<file path="src/rtl/fetch_queue_stage.sv">
// Instruction-fetch front end: owns the PC, reads the word-addressed ROM and
// buffers fetched words in a small circular queue feeding decode.
module fetch_queue_stage #(
    parameter int PC_W    = 30,
    parameter int IMEM_AW = 8,
    parameter int DEPTH   = 2
) (
    input  logic               clk,
    input  logic               rst_n,
    output logic [IMEM_AW-1:0] imem_addr,
    input  logic [31:0]        imem_data,
    input  logic               redirect_valid,
    input  logic [PC_W-1:0]    redirect_pc,
    output logic               out_valid,
    input  logic               out_ready,
    output logic [31:0]        out_instr,
    output logic [PC_W-1:0]    out_pc_seq
);

    localparam int PTR_W = $clog2(DEPTH);
    localparam int CNT_W = PTR_W + 1;
    localparam logic [CNT_W-1:0] FULL_CNT = CNT_W'(DEPTH);

    logic [PC_W-1:0]  pc;
    logic [PC_W-1:0]  pc_inc;
    logic [31:0]      instr_mem [DEPTH];
    logic [PC_W-1:0]  seq_mem   [DEPTH];
    logic [PTR_W-1:0] rd_ptr;
    logic [PTR_W-1:0] wr_ptr;
    logic [CNT_W-1:0] count;
    logic             push;
    logic             pop;

    // Handshake: a word transfers on a rising edge where out_valid and
    // out_ready are both high; out_valid never depends on out_ready, and the
    // head word holds until it transfers or a redirect flushes the queue.
    assign pop    = out_valid & out_ready;
    assign push   = (count < FULL_CNT) & ~redirect_valid;
    assign pc_inc = pc + PC_W'(1);

    always_ff @(posedge clk or negedge rst_n) begin
        if (!rst_n) begin
            pc     <= '0;
            rd_ptr <= '0;
            wr_ptr <= '0;
            count  <= '0;
            for (int i = 0; i < DEPTH; i++) begin
                instr_mem[i] <= '0;
                seq_mem[i]   <= '0;
            end
        end else if (redirect_valid) begin
            // A pop handshaking this cycle is already owned by the consumer.
            pc     <= redirect_pc;
            rd_ptr <= '0;
            wr_ptr <= '0;
            count  <= '0;
        end else begin
            if (push) begin
                instr_mem[wr_ptr] <= imem_data;
                seq_mem[wr_ptr]   <= pc_inc;
                wr_ptr            <= wr_ptr + PTR_W'(1);
                pc                <= pc_inc;
            end
            if (pop) begin
                rd_ptr <= rd_ptr + PTR_W'(1);
            end
            case ({push, pop})
                2'b10:   count <= count + CNT_W'(1);
                2'b01:   count <= count - CNT_W'(1);
                default: count <= count;
            endcase
        end
    end

    assign imem_addr  = pc[IMEM_AW-1:0];
    assign out_valid  = (count != '0);
    assign out_instr  = instr_mem[rd_ptr];
    assign out_pc_seq = seq_mem[rd_ptr];

endmodule

</file>
<file path="config.mk">
export PLATFORM = sky130hd
export DESIGN_NAME = fetch_queue_stage
export DESIGN_NICKNAME = d
export VERILOG_FILES = /design/src/rtl/fetch_queue_stage.sv
export SDC_FILE = /design/constraint.sdc
export NUM_CORES = 1
export LEC_CHECK = 0
export ABC_AREA = 1
export ABC_CLOCK_PERIOD_IN_PS = 1600
export CORE_ASPECT_RATIO = 0.9
export CORE_MARGIN = 5
export CORE_UTILIZATION = 39
export DETAILED_ROUTE_END_ITERATION = 10
export GPL_ROUTABILITY_DRIVEN = 1
export MAX_ROUTING_LAYER = met4
export PLACE_DENSITY = 0.6
export SYNTH_ARGS = -nofsm -noshare
export SYNTH_HDL_FRONTEND = slang
export SYNTH_SLANG_ARGS = --single-unit
</file>
<file path="constraint.sdc">
create_clock -name clk -period 1.6 [get_ports clk]
set_input_delay 0.24 -clock clk [delete_from_list [all_inputs] [get_ports clk]]
set_output_delay 0.24 -clock clk [all_outputs]
set_load 0.005 [all_outputs]
</file>
==> results of run 1 <==
==> area by class of cell <==
type	count	area (µm²)
tap	255	319.1
clock buffer	21	470.5
clock inverter	11	105.1
multi-input combinational	749	3716
timing repair buffer	238	2401
fill	1860	8482
sequential	158	3956
inverter	90	352.8
==> through the flow <==
stage / area (µm²) / util / power (mW) / cells / hold slack (ns)
finish: 11320 / 0.5717 / 12.78 / 1522 / 0.1997
global route: 11320 / 0.5717 / 13.54 / 1522 / 0.2202
CTS: 10430 / 0.5266 / 12.40 / 1487 / 0.1903
detailed placement: 9761 / 0.4929 / 8.457 / 1445 / 0.07816
global placement: 9761 / 0.4929 / 8.401 / 1445 / 0.07936
floorplan: 7761 / - / 6.739 / 1053 / -0.05559
==> power groups by stage <==
stage	combinational [mW]	sequential, mW	clock, mW
floorplan	1.51	5.23	0
global placement	3.09	5.31	0
detailed placement	3.13	5.33	0
CTS	3.07	5.26	4.07
global route	3.84	5.46	4.24
finish	3.42	5.37	3.99
==> worst register-to-register path, stage by stage, from the launching register on <==
cell     delay, ns
dfrtp_1       0.37
ha_2          0.20
nand2_2       0.08
nor2_4        0.12
nand2_4       0.10
nor2_4        0.20
xor2_1        0.19
buf_4         0.18
nand2_1       0.06
nand2_1       0.05
==> logic make-up after synthesis <==
kind of cell / Yosys count
AND/OR/NAND/NOR: 611
flip-flops: 158
adder cells (fa/ha/maj): 1
AO/OA/AOI/OAI: 125
XOR/XNOR: 12
buffers and inverters: 146
==> routing by layer <==
metal	GRT usage	part of all wire	vias to the layer above
met4	0.04934	0.014	0
met1	0.2620	0.47	3422
li1	-	-	3634
met3	0.04617	0.054	24
met5	-	0	-
met2	0.2915	0.47	166
==> registers in the layout, indices dropped and copies added (netlist names) <==
register	flops
count	2
instr_mem	64
pc	30
rd_ptr	1
seq_mem	60
wr_ptr	1
==> synthesized netlist by cell type, drive strengths merged <==
cell type	count
clkbuf	26
xor2	10
nand2	530
dfrtp	158
and2	3
nand3	30
o21bai	6
a21oi	2
a22o	8
ha	1
inv	89
nor2	47
xnor2	2
nor3	1
clkinv	1
o221ai	2
o21ai	105
buf	30
o211ai	2
==> what timing repair did <==
action,CTS,global route
setup buffers,9,28
hold buffers,1,0
pin swaps,8,47
cloned,0,9
resized for setup,152,258
endpoints found under the hold margin,158,0
endpoints found under the setup margin,119,122
==> path summary, 6_finish.rpt <==
check,start,to,cells after the start
worst max-delay path,rd_ptr,out_instr[23],7
worst min-delay path,rst_n,pc[4],2
worst max register to register,pc[0],pc[10],9
worst min register to register,seq_mem[10],seq_mem[10],2
max in group asynchronous,rst_n,count[1],3
min in group clk,imem_data[6],instr_mem[38],3
==> results.json, run 1 <==
{
  "ys_ff_latch": 158,
  "synthAdderAreaFrac": 0.001612,
  "worst-r2r-setup-slack_ns": -0.03,
  "final_cell_mix": "424 x nand2_1, 156 x dfrtp_1, 85 x inv_1, 84 x nand2_2, 64 x clkdlybuf4s50_1",
  "crit_buf_inv": 5,
  "fin_setup_tns_ns": -7.778,
  "synth_top_family_by_area": "simple AND/OR/NAND/NOR gates",
  "boundaryPins": 137,
  "maxSlewHeadroom": 0.7226,
  "final.setup_skew_ns": 0.008271,
  "numCtsBuffers": 17,
  "die_area_um2": 22830,
  "slowest_stage": "dfrtp_2",
  "antenna_found_initial": 0,
  "drive_gt1_frac": 0.2597,
  "tritoncts": "built",
  "synth_compound_area_frac": 0.08802,
  "syn_area_per_cell_um2": 7.371,
  "synth_top_area_frac": 0.5094,
  "rows": 49,
  "p_int_mw": 8.780,
  "synthMuxAreaShare": 0,
  "drc_errors": 0,
  "critPathMaxStageDelay_ns": 0.42,
  "report.final.slew_viol_count": 0,
  "power_leakage_nw": 5.890,
  "hold_class": "in2async",
  "gr-usage-all-layers": 0.1925,
  "crit_path_start_kind": "flip-flop",
  "gp_congestion": 0.8796,
  "cts_sinks": 158,
  "synth_area_leaders": "dfrtp_1 51%, nand2_1 26%, inv_1 4.2%",
  "clkPwrFrac": 0.312,
  "clkLatencyLatePin_ns": 0.43,
  "syn_nets": 1120,
  "routed_wl_um": 23120,
  "syn_inst": 1053,
  "drt-initial-drc-count": 527,
  "tightest_slew_ns": 0.4118,
  "violations": "negative setup slack",
  "p_sw_frac": 0.3129,
  "layout_commonest_cell": "nand2_1",
  "nets": 1321,
  "critPathKind": "reg2out",
  "syn_to_final_growth_pct": 45.87,
  "dp_slack_ns": -0.1635,
  "cts_buffer_depth": 2,
  "via_count": 7246,
  "worstPathRequired_ns": 1.36,
  "p_comb_frac": 0.268,
  "rsz0062_at_grt": "true",
  "crit_fanout": 6,
  "first_global_vias": 6642,
  "grt_start_max_net_pins": 65,
  "grt_pass1_wl_um": 34380,
  "cp_cell_sequence": "clkinv_4 -> buf_8 -> buf_6 -> buf_6 -> nand2_2 -> nand2_1 -> buf_2",
  "worstPathArrival_ns": 1.55,
  "core-area_um2": 19800,
  "p_switching_mw": 3.998,
  "die_w_um": 158.7,
  "cts_root_buf": "clkbuf_16",
  "ir_drop_mv": 0.6723,
  "routedWlPerCell_um": 15.19,
  "diodes": 0,
  "period_share": 1.121,
  "report.final.setup_viol": 87,
  "syn_area_um2": 7761,
  "synth_top_area_cell": "dfrtp_1",
  "drtPass1Iterations": 6,
  "cp_common_cell": "buf_6",
  "run_status": "finished, violations left",
  "maxCapViolations": 0,
  "period_needed_ns": 1.793,
  "hold_violations": 0,
  "final.setup.worst_slack_ns": -0.1934,
  "crit_family": "buffers and inverters",
  "synthXorXnorAreaFrac": 0.01354,
  "vias_per_cell": 4.761,
  "power.density_nw_per_um2": 1129,
  "die_y_um": 143.8,
  "htree_num_levels": 4,
  "p_seq_frac": 0.420,
  "endpoint_kind": "primary output",
  "seq_area_frac_synth": 0.5094,
  "synth_cell_types": 27,
  "fmax_ghz": 0.5576,
  "initial_core_util": 0.3919,
  "yosys.area_share.simple": 0.3069,
  "hpwlAfterDp_um": 15040,
  "clk_pin_slew_ns": 0.07,
  "grt_overflow": 0,
  "ys_warn_count": 0,
  "drtAntennaViolNets": 0,
  "portBuffers": 136
}
Note: power is estimated with default switching activity, not from simulation.
==> run 2, diff against run 1 <==
--- a/config.mk
+++ b/config.mk
@@ -8,7 +8,6 @@
 export ABC_AREA = 1
 export ABC_CLOCK_PERIOD_IN_PS = 1600
 export CORE_ASPECT_RATIO = 0.9
-export CORE_MARGIN = 5
 export CORE_UTILIZATION = 39
 export DETAILED_ROUTE_END_ITERATION = 10
 export GPL_ROUTABILITY_DRIVEN = 1
==> run 2 against run 1 <==
Net effect: the run still ends with negative setup slack left; non-clock buffer count increased by 8; sequential share of layout area increased by 0.62 points; register-to-register slack hardly changed; fmax is 3.6% lower; setup slack worse by 0.066 ns.
==> results.json, run 2 (synthesis gave the netlist of run 1 again) <==
{
  "run_status": "finished, violations left",
  "violations": "negative setup slack",
  "grt_pass1_wl_um": 34590,
  "p_sw_frac": 0.3158,
  "report.final.slew_viol_count": 0,
  "syn_to_final_growth_pct": 43.37,
  "hpwlAfterDp_um": 15130,
  "gp_congestion": 0.8366,
  "p_int_mw": 8.537,
  "power.density_nw_per_um2": 1121,
  "via_count": 7225,
  "maxSlewHeadroom": 0.6949,
  "hold_class": "in2async",
  "cts_root_buf": "clkbuf_16",
  "tightest_slew_ns": 0.4577,
  "initial_core_util": 0.4013,
  "p_total_mw": 12.48,
  "cts_buffer_depth": 2,
  "tritoncts": "built",
  "routed_wl_um": 22040,
  "maxCapViolations": 0,
  "fillers": 1814,
  "cp_common_cell": "buf_12",
  "clkPwrFrac": 0.306,
  "boundaryPins": 137,
  "numCtsBuffers": 17,
  "critPathMaxStageDelay_ns": 0.45,
  "clk_pin_slew_ns": 0.06,
  "worstPathArrival_ns": 1.62,
  "antenna_found_initial": 0,
  "portBuffers": 136,
  "report.final.setup_viol": 67,
  "fin_cells": 1525,
  "cp_cell_sequence": "buf_12 -> buf_8 -> buf_6 -> buf_12 -> nand2_4 -> nand2_2 -> buf_2",
  "largest_register": "instr_mem",
  "die_area_um2": 20470,
  "worstPathRequired_ns": 1.36,
  "core-area_um2": 19340,
  "cts_sinks": 158,
  "grt_start_max_net_pins": 45,
  "nets": 1329,
  "top_regs": "instr_mem: 64 flops, seq_mem: 60 flops, pc: 30 flops",
  "drtAntennaViolNets": 0,
  "hold_violations": 0,
  "ir_drop_mv": 0.6356,
  "period_needed_ns": 1.860,
  "die_y_um": 135.8,
  "largest_register_ffs": 64,
  "grt_overflow": 0,
  "p_switching_mw": 3.941,
  "period_share": 1.162,
  "crit_fanout": 8,
  "fin_setup_tns_ns": -9.793,
  "diodes": 0,
  "dp.cells": 1457,
  "layout_commonest_cell": "nand2_1",
  "power_leakage_nw": 5.758,
  "slowest_stage": "dfrtp_2",
  "endpoint_kind": "primary output",
  "vias_per_cell": 4.738,
  "final.setup.worst_slack_ns": -0.2597,
  "drive_gt1_frac": 0.2729,
  "rows": 48,
  "p_seq_frac": 0.429,
  "htree_num_levels": 4,
  "first_global_vias": 6572,
  "critPathKind": "reg2out",
  "drc_errors": 0,
  "rsz0062_at_grt": "true",
  "fmax_ghz": 0.5377,
  "die_w_um": 150.7,
  "final_cell_mix": "429 x nand2_1, 155 x dfrtp_1, 86 x nand2_2, 85 x inv_1",
  "p_comb_frac": 0.265,
  "routedWlPerCell_um": 14.45,
  "crit_path_start_kind": "flip-flop",
  "clkLatencyLatePin_ns": 0.43,
  "gr-usage-all-layers": 0.2280,
  "final.setup_skew_ns": 0.008950,
  "drtPass1Iterations": 5,
  "crit_buf_inv": 5,
  "crit_family": "buffers and inverters",
  "drt-initial-drc-count": 543
}
-- run 2: changes by cell type in the layout (fill, tap and decap cells not counted), sizes merged, moves of 4 or more --
cell,delta
buf,+37
clkbuf,-10
clkdlybuf4s15,-5
dlygate4sd2,-4
dlymetal6s2s,-9
-- run 2: final timing paths --
check	slack [ns]	from	to	cells after the start
setup / recovery	-0.26	rd_ptr	out_instr[1]	7
hold / removal	0.31	rst_n	instr_mem[60]	2
setup reg to reg	-0.02	pc[0]	pc[10]	9
hold reg to reg	0.48	seq_mem[10]	seq_mem[10]	2
max in group asynchronous	0.72	rst_n	pc[14]	3
min in group clk	0.38	imem_data[24]	instr_mem[56]	3
-- run 2: what timing repair did --
item                       CTS  global route
resized for setup          266           198
hold buffers                 1             0
setup endpoints to repair  104           130
hold endpoints to repair    38             0
pin swaps                    6            50
gates cloned                 4             1
buffers inserted            29            12
-- run 2: area by class of cell --
class,instances,area (µm²),share of cell area
clock buffer,22,474.2,0.04262
clock inverter,10,80.08,0.007197
multi-input combinational,749,3651,0.3281
inverter,90,350.3,0.03149
sequential,158,3958,0.3557
tap,250,312.8,0.02811
timing repair buffer,246,2301,0.2068
-- run 2: metrics by stage --
step                        util  cell area, µm²  setup slack, ns  hold WS [ns]
after floorplan                -            7761          0.07197      -0.05559
after global placement    0.5129            9920          -0.1501        0.2049
after detailed placement  0.5129            9920          -0.1676        0.2074
after CTS                 0.5531           10700          -0.3064        0.3196
after global routing      0.5754           11130          -0.3157        0.3345
final                     0.5754           11130          -0.2597        0.3083
-- run 2: routing by layer --
layer  global-route usage  vias to the layer above  wire length [µm]
met5                    -                        -                 0
met4              0.04278                        0               206
met3              0.04631                       16              1068
met2               0.3326                      174             10180
met1               0.3289                     3387             10590
li1                     -                     3648                 -
-- run 2: power by group through the flow --
| stage | combinational (mW) | clock (mW) | sequential (mW) |
|---|---|---|---|
| after floorplan | 1.51 | 0 | 5.23 |
| after global routing | 3.70 | 4.09 | 5.45 |
| final | 3.31 | 3.82 | 5.35 |
| after detailed placement | 3.18 | 0 | 5.33 |
| after global placement | 3.13 | 0 | 5.31 |
| after CTS | 3.09 | 3.89 | 5.26 |
==> run 3, diff against run 2 <==
--- a/config.mk
+++ b/config.mk
@@ -5,14 +5,13 @@
 export SDC_FILE = /design/constraint.sdc
 export NUM_CORES = 1
 export LEC_CHECK = 0
-export ABC_AREA = 1
 export ABC_CLOCK_PERIOD_IN_PS = 1600
 export CORE_ASPECT_RATIO = 0.9
 export CORE_UTILIZATION = 39
 export DETAILED_ROUTE_END_ITERATION = 10
 export GPL_ROUTABILITY_DRIVEN = 1
 export MAX_ROUTING_LAYER = met4
-export PLACE_DENSITY = 0.6
+export PLACE_DENSITY = 0.61
 export SYNTH_ARGS = -nofsm -noshare
 export SYNTH_HDL_FRONTEND = slang
 export SYNTH_SLANG_ARGS = --single-unit
==> run 3 against run 2 <==
Net effect: global-route usage is 0.61 points higher; sequential share of layout area decreased by 4.3 points; the flow still finishes with violations (negative setup slack); count of clock-buffer cells in the layout fell by 2; synthesized area shrank 0.76%; critical endpoint is now seq_mem[28]; critical path depth shrank 1.
==> results.json, run 3 <==
{
  "yosys-top-cells-count": "158 x dfrtp_1, 128 x mux2_2, 76 x nor2_1",
  "ys_warn_count": 0,
  "die_area_um2": 20320,
  "drtAntennaViolNets": 0,
  "tritoncts": "built",
  "cts_root_buf": "clkbuf_16",
  "drt-initial-drc-count": 313,
  "top_regs": "instr_mem: 64 flops, seq_mem: 60 flops, pc: 30 flops",
  "boundaryPins": 137,
  "hold_slack_ns": 0.2684,
  "syn_area_um2": 7702,
  "drc_errors": 0,
  "synth_ff_type": "dfrtp_1",
  "syn_area_per_cell_um2": 11.20,
  "grt_pass1_wl_um": 34910,
  "syn_nets": 755,
  "r2r-end": "seq_mem[28]",
  "hpwlAfterDp_um": 13450,
  "wl_met3_um": 932,
  "drtPass1Iterations": 5,
  "ir_drop_mv": 0.7940,
  "power.density_nw_per_um2": 1198,
  "seq_area_frac_synth": 0.5133,
  "hold_violations": 0,
  "rows": 48,
  "initial_core_util": 0.3995,
  "rsz0062_at_grt": "true",
  "worst-r2r-setup-slack_ns": -0.36,
  "final.setup.worst_slack_ns": -0.3648,
  "fmax_ghz": 0.5090,
  "synth_top_area_frac": 0.5133,
  "layout_commonest_cell": "dfrtp_1",
  "worstSetupEndpoint": "seq_mem[28]",
  "portBuffers": 136,
  "tightest_slew_ns": 0.5164,
  "grt_start_max_net_pins": 57,
  "wl_met1_um": 11120,
  "first_global_vias": 6351,
  "r2r_cells": 6,
  "syn_inst": 688,
  "worstPathArrival_ns": 2.25,
  "period_share": 1.228,
  "synth_top_area_cell": "dfrtp_1",
  "routedWlPerCell_um": 20.59,
  "critPathKind": "reg2reg",
  "report.final.setup_viol": 184,
  "via_count": 6279,
  "maxSlewHeadroom": 0.6547,
  "vias_per_cell": 5.198,
  "clk_pin_slew_ns": 0.06,
  "power_leakage_nw": 5.393,
  "dp.cells": 1100,
  "antenna_found_initial": 0,
  "syn_to_final_growth_pct": 64.23,
  "cts_buffer_depth": 2,
  "fin_cells": 1208,
  "grt_overflow": 0,
  "routed_wl_um": 24870,
  "crit_path_start_kind": "flip-flop",
  "run_status": "finished, violations left",
  "crit_fanout": 6,
  "numCtsBuffers": 17,
  "largest_register_ffs": 64,
  "worstPathRequired_ns": 1.89,
  "gp_congestion": 0.8829,
  "violations": "negative setup slack",
  "ys_ff_latch": 158,
  "gr-usage-all-layers": 0.2340,
  "final_cell_mix": "153 x dfrtp_1, 82 x mux2_4, 70 x buf_4, 68 x buf_6, 63 x clkdlybuf4s50_1",
  "final.setup_skew_ns": 0.008017,
  "synth_area_leaders": "dfrtp_1 51%, mux2_2 19%, xnor2_1 4.4%",
  "wl_met2_um": 12450,
  "dr.max_layer_used": "met4",
  "hold_class": "in2async",
  "diodes": 0,
  "period_needed_ns": 1.965,
  "die_w_um": 150.1,
  "synth_most_common_cell": "dfrtp_1",
  "htree_num_levels": 4,
  "report.final.slew_viol_count": 0,
  "cp-startpoint": "pc[1]",
  "endpoint_kind": "flip-flop",
  "synth_cell_types": 40,
  "nets": 1012,
  "die_y_um": 135.3,
  "core-area_um2": 19280,
  "largest_register": "instr_mem",
  "synth_edf_count": 0,
  "cts_sinks": 158,
  "drive_gt1_frac": 0.5240,
  "clkLatencyLatePin_ns": 0.43,
  "maxCapViolations": 0,
  "timing.rr.start": "pc[1]",
  "synthArstFlopShare": 1.000
}
==> run 3: cell types whose count changed in the layout (fill, tap and decap cells not counted), sizes merged, moves of 29 or more <==
cell / before / now
mux2: 0 / 128
nand2: 530 / 43
buf: 164 / 206
xnor2: 2 / 39
nor2: 47 / 76
a21oi: 2 / 57
inv: 92 / 4
o21ai: 105 / 31
==> run 3: cell type report <==
class / instances / area (µm²)
Multi-Input combinational cell: 469 / 4542
Clock buffer: 20 / 446.7
Sequential cell: 158 / 3960
Tap cell: 250 / 312.8
Timing Repair Buffer: 296 / 3189
Clock inverter: 12 / 185.2
Inverter: 3 / 13.76
Fill cell: 1343 / 6629
==> run 3: critical path, cell delays in order (launching register included) <==
cell and delay, ns:
dfrtp_1 0.41, ha_4 0.17, inv_4 0.04, or4_4 0.65, nor3b_2 0.23, xnor2_1 0.19, a21oi_1 0.14
==> run 3: how the worst min path moves through the flow <==
stage	from	end	slack [ns]
finish	rst_n	pc[15]	0.27
global route	redirect_valid	rd_ptr	0.28
floorplan	rst_n	count[0]	-0.06
global placement	rst_n	pc[15]	0.15
detailed placement	rst_n	count[0]	0.16
CTS	rst_n	count[0]	0.27
==> run 3: per-layer routing <==
metal	vias up	track usage
met5	-	-
met4	0	0.07127
met3	32	0.03704
met2	168	0.3711
met1	3191	0.3086
li1	2888	-
==> run 3: report_power, final <==
part | switching [mW] | internal [mW] | total (mW) | leakage, nW
Combinational | 2.04 | 3.11 | 5.15 | 3.26
Clock | 1.70 | 2.67 | 4.37 | 0.305
Sequential | 0.623 | 5.01 | 5.63 | 1.83
==> run 3: cells by family after synthesis <==
| logic type | after synthesis | synth area share |
|---|---|---|
| flip-flops | 158 | 0.5133 |
| adder cells (fa/ha/maj) | 1 | 0.001624 |
| AO/OA/AOI/OAI | 88 | 0.05718 |
| multiplexers | 131 | 0.1910 |
| XOR/XNOR | 60 | 0.06823 |
| buffers and inverters | 62 | 0.04288 |
| AND/OR/NAND/NOR | 188 | 0.1257 |
==> run 3: stage by stage <==
stage	area, µm²	util	setup slack (ns)	TNS (ns)	total power, mW
global route	12650	0.6562	-0.4114	-43.90	15.76
finish	12650	0.6562	-0.3648	-34.41	15.15
detailed placement	9947	0.5160	-0.3238	-20.40	9.595
global placement	9947	0.5160	-0.2751	-17.36	9.453
floorplan	7910	-	-0.2901	-8.992	7.552
CTS	11900	0.6172	-0.3976	-34.13	14.46
==> run 3: what timing repair did <==
item / 4_1_cts / 5_1_grt
hold endpoints to repair: 30 / 0
resized for setup: 430 / 170
buffers inserted: 40 / 26
gates cloned: 16 / 12
setup endpoints to repair: 208 / 199
pin swaps: 86 / 61
hold buffers: 1 / 0
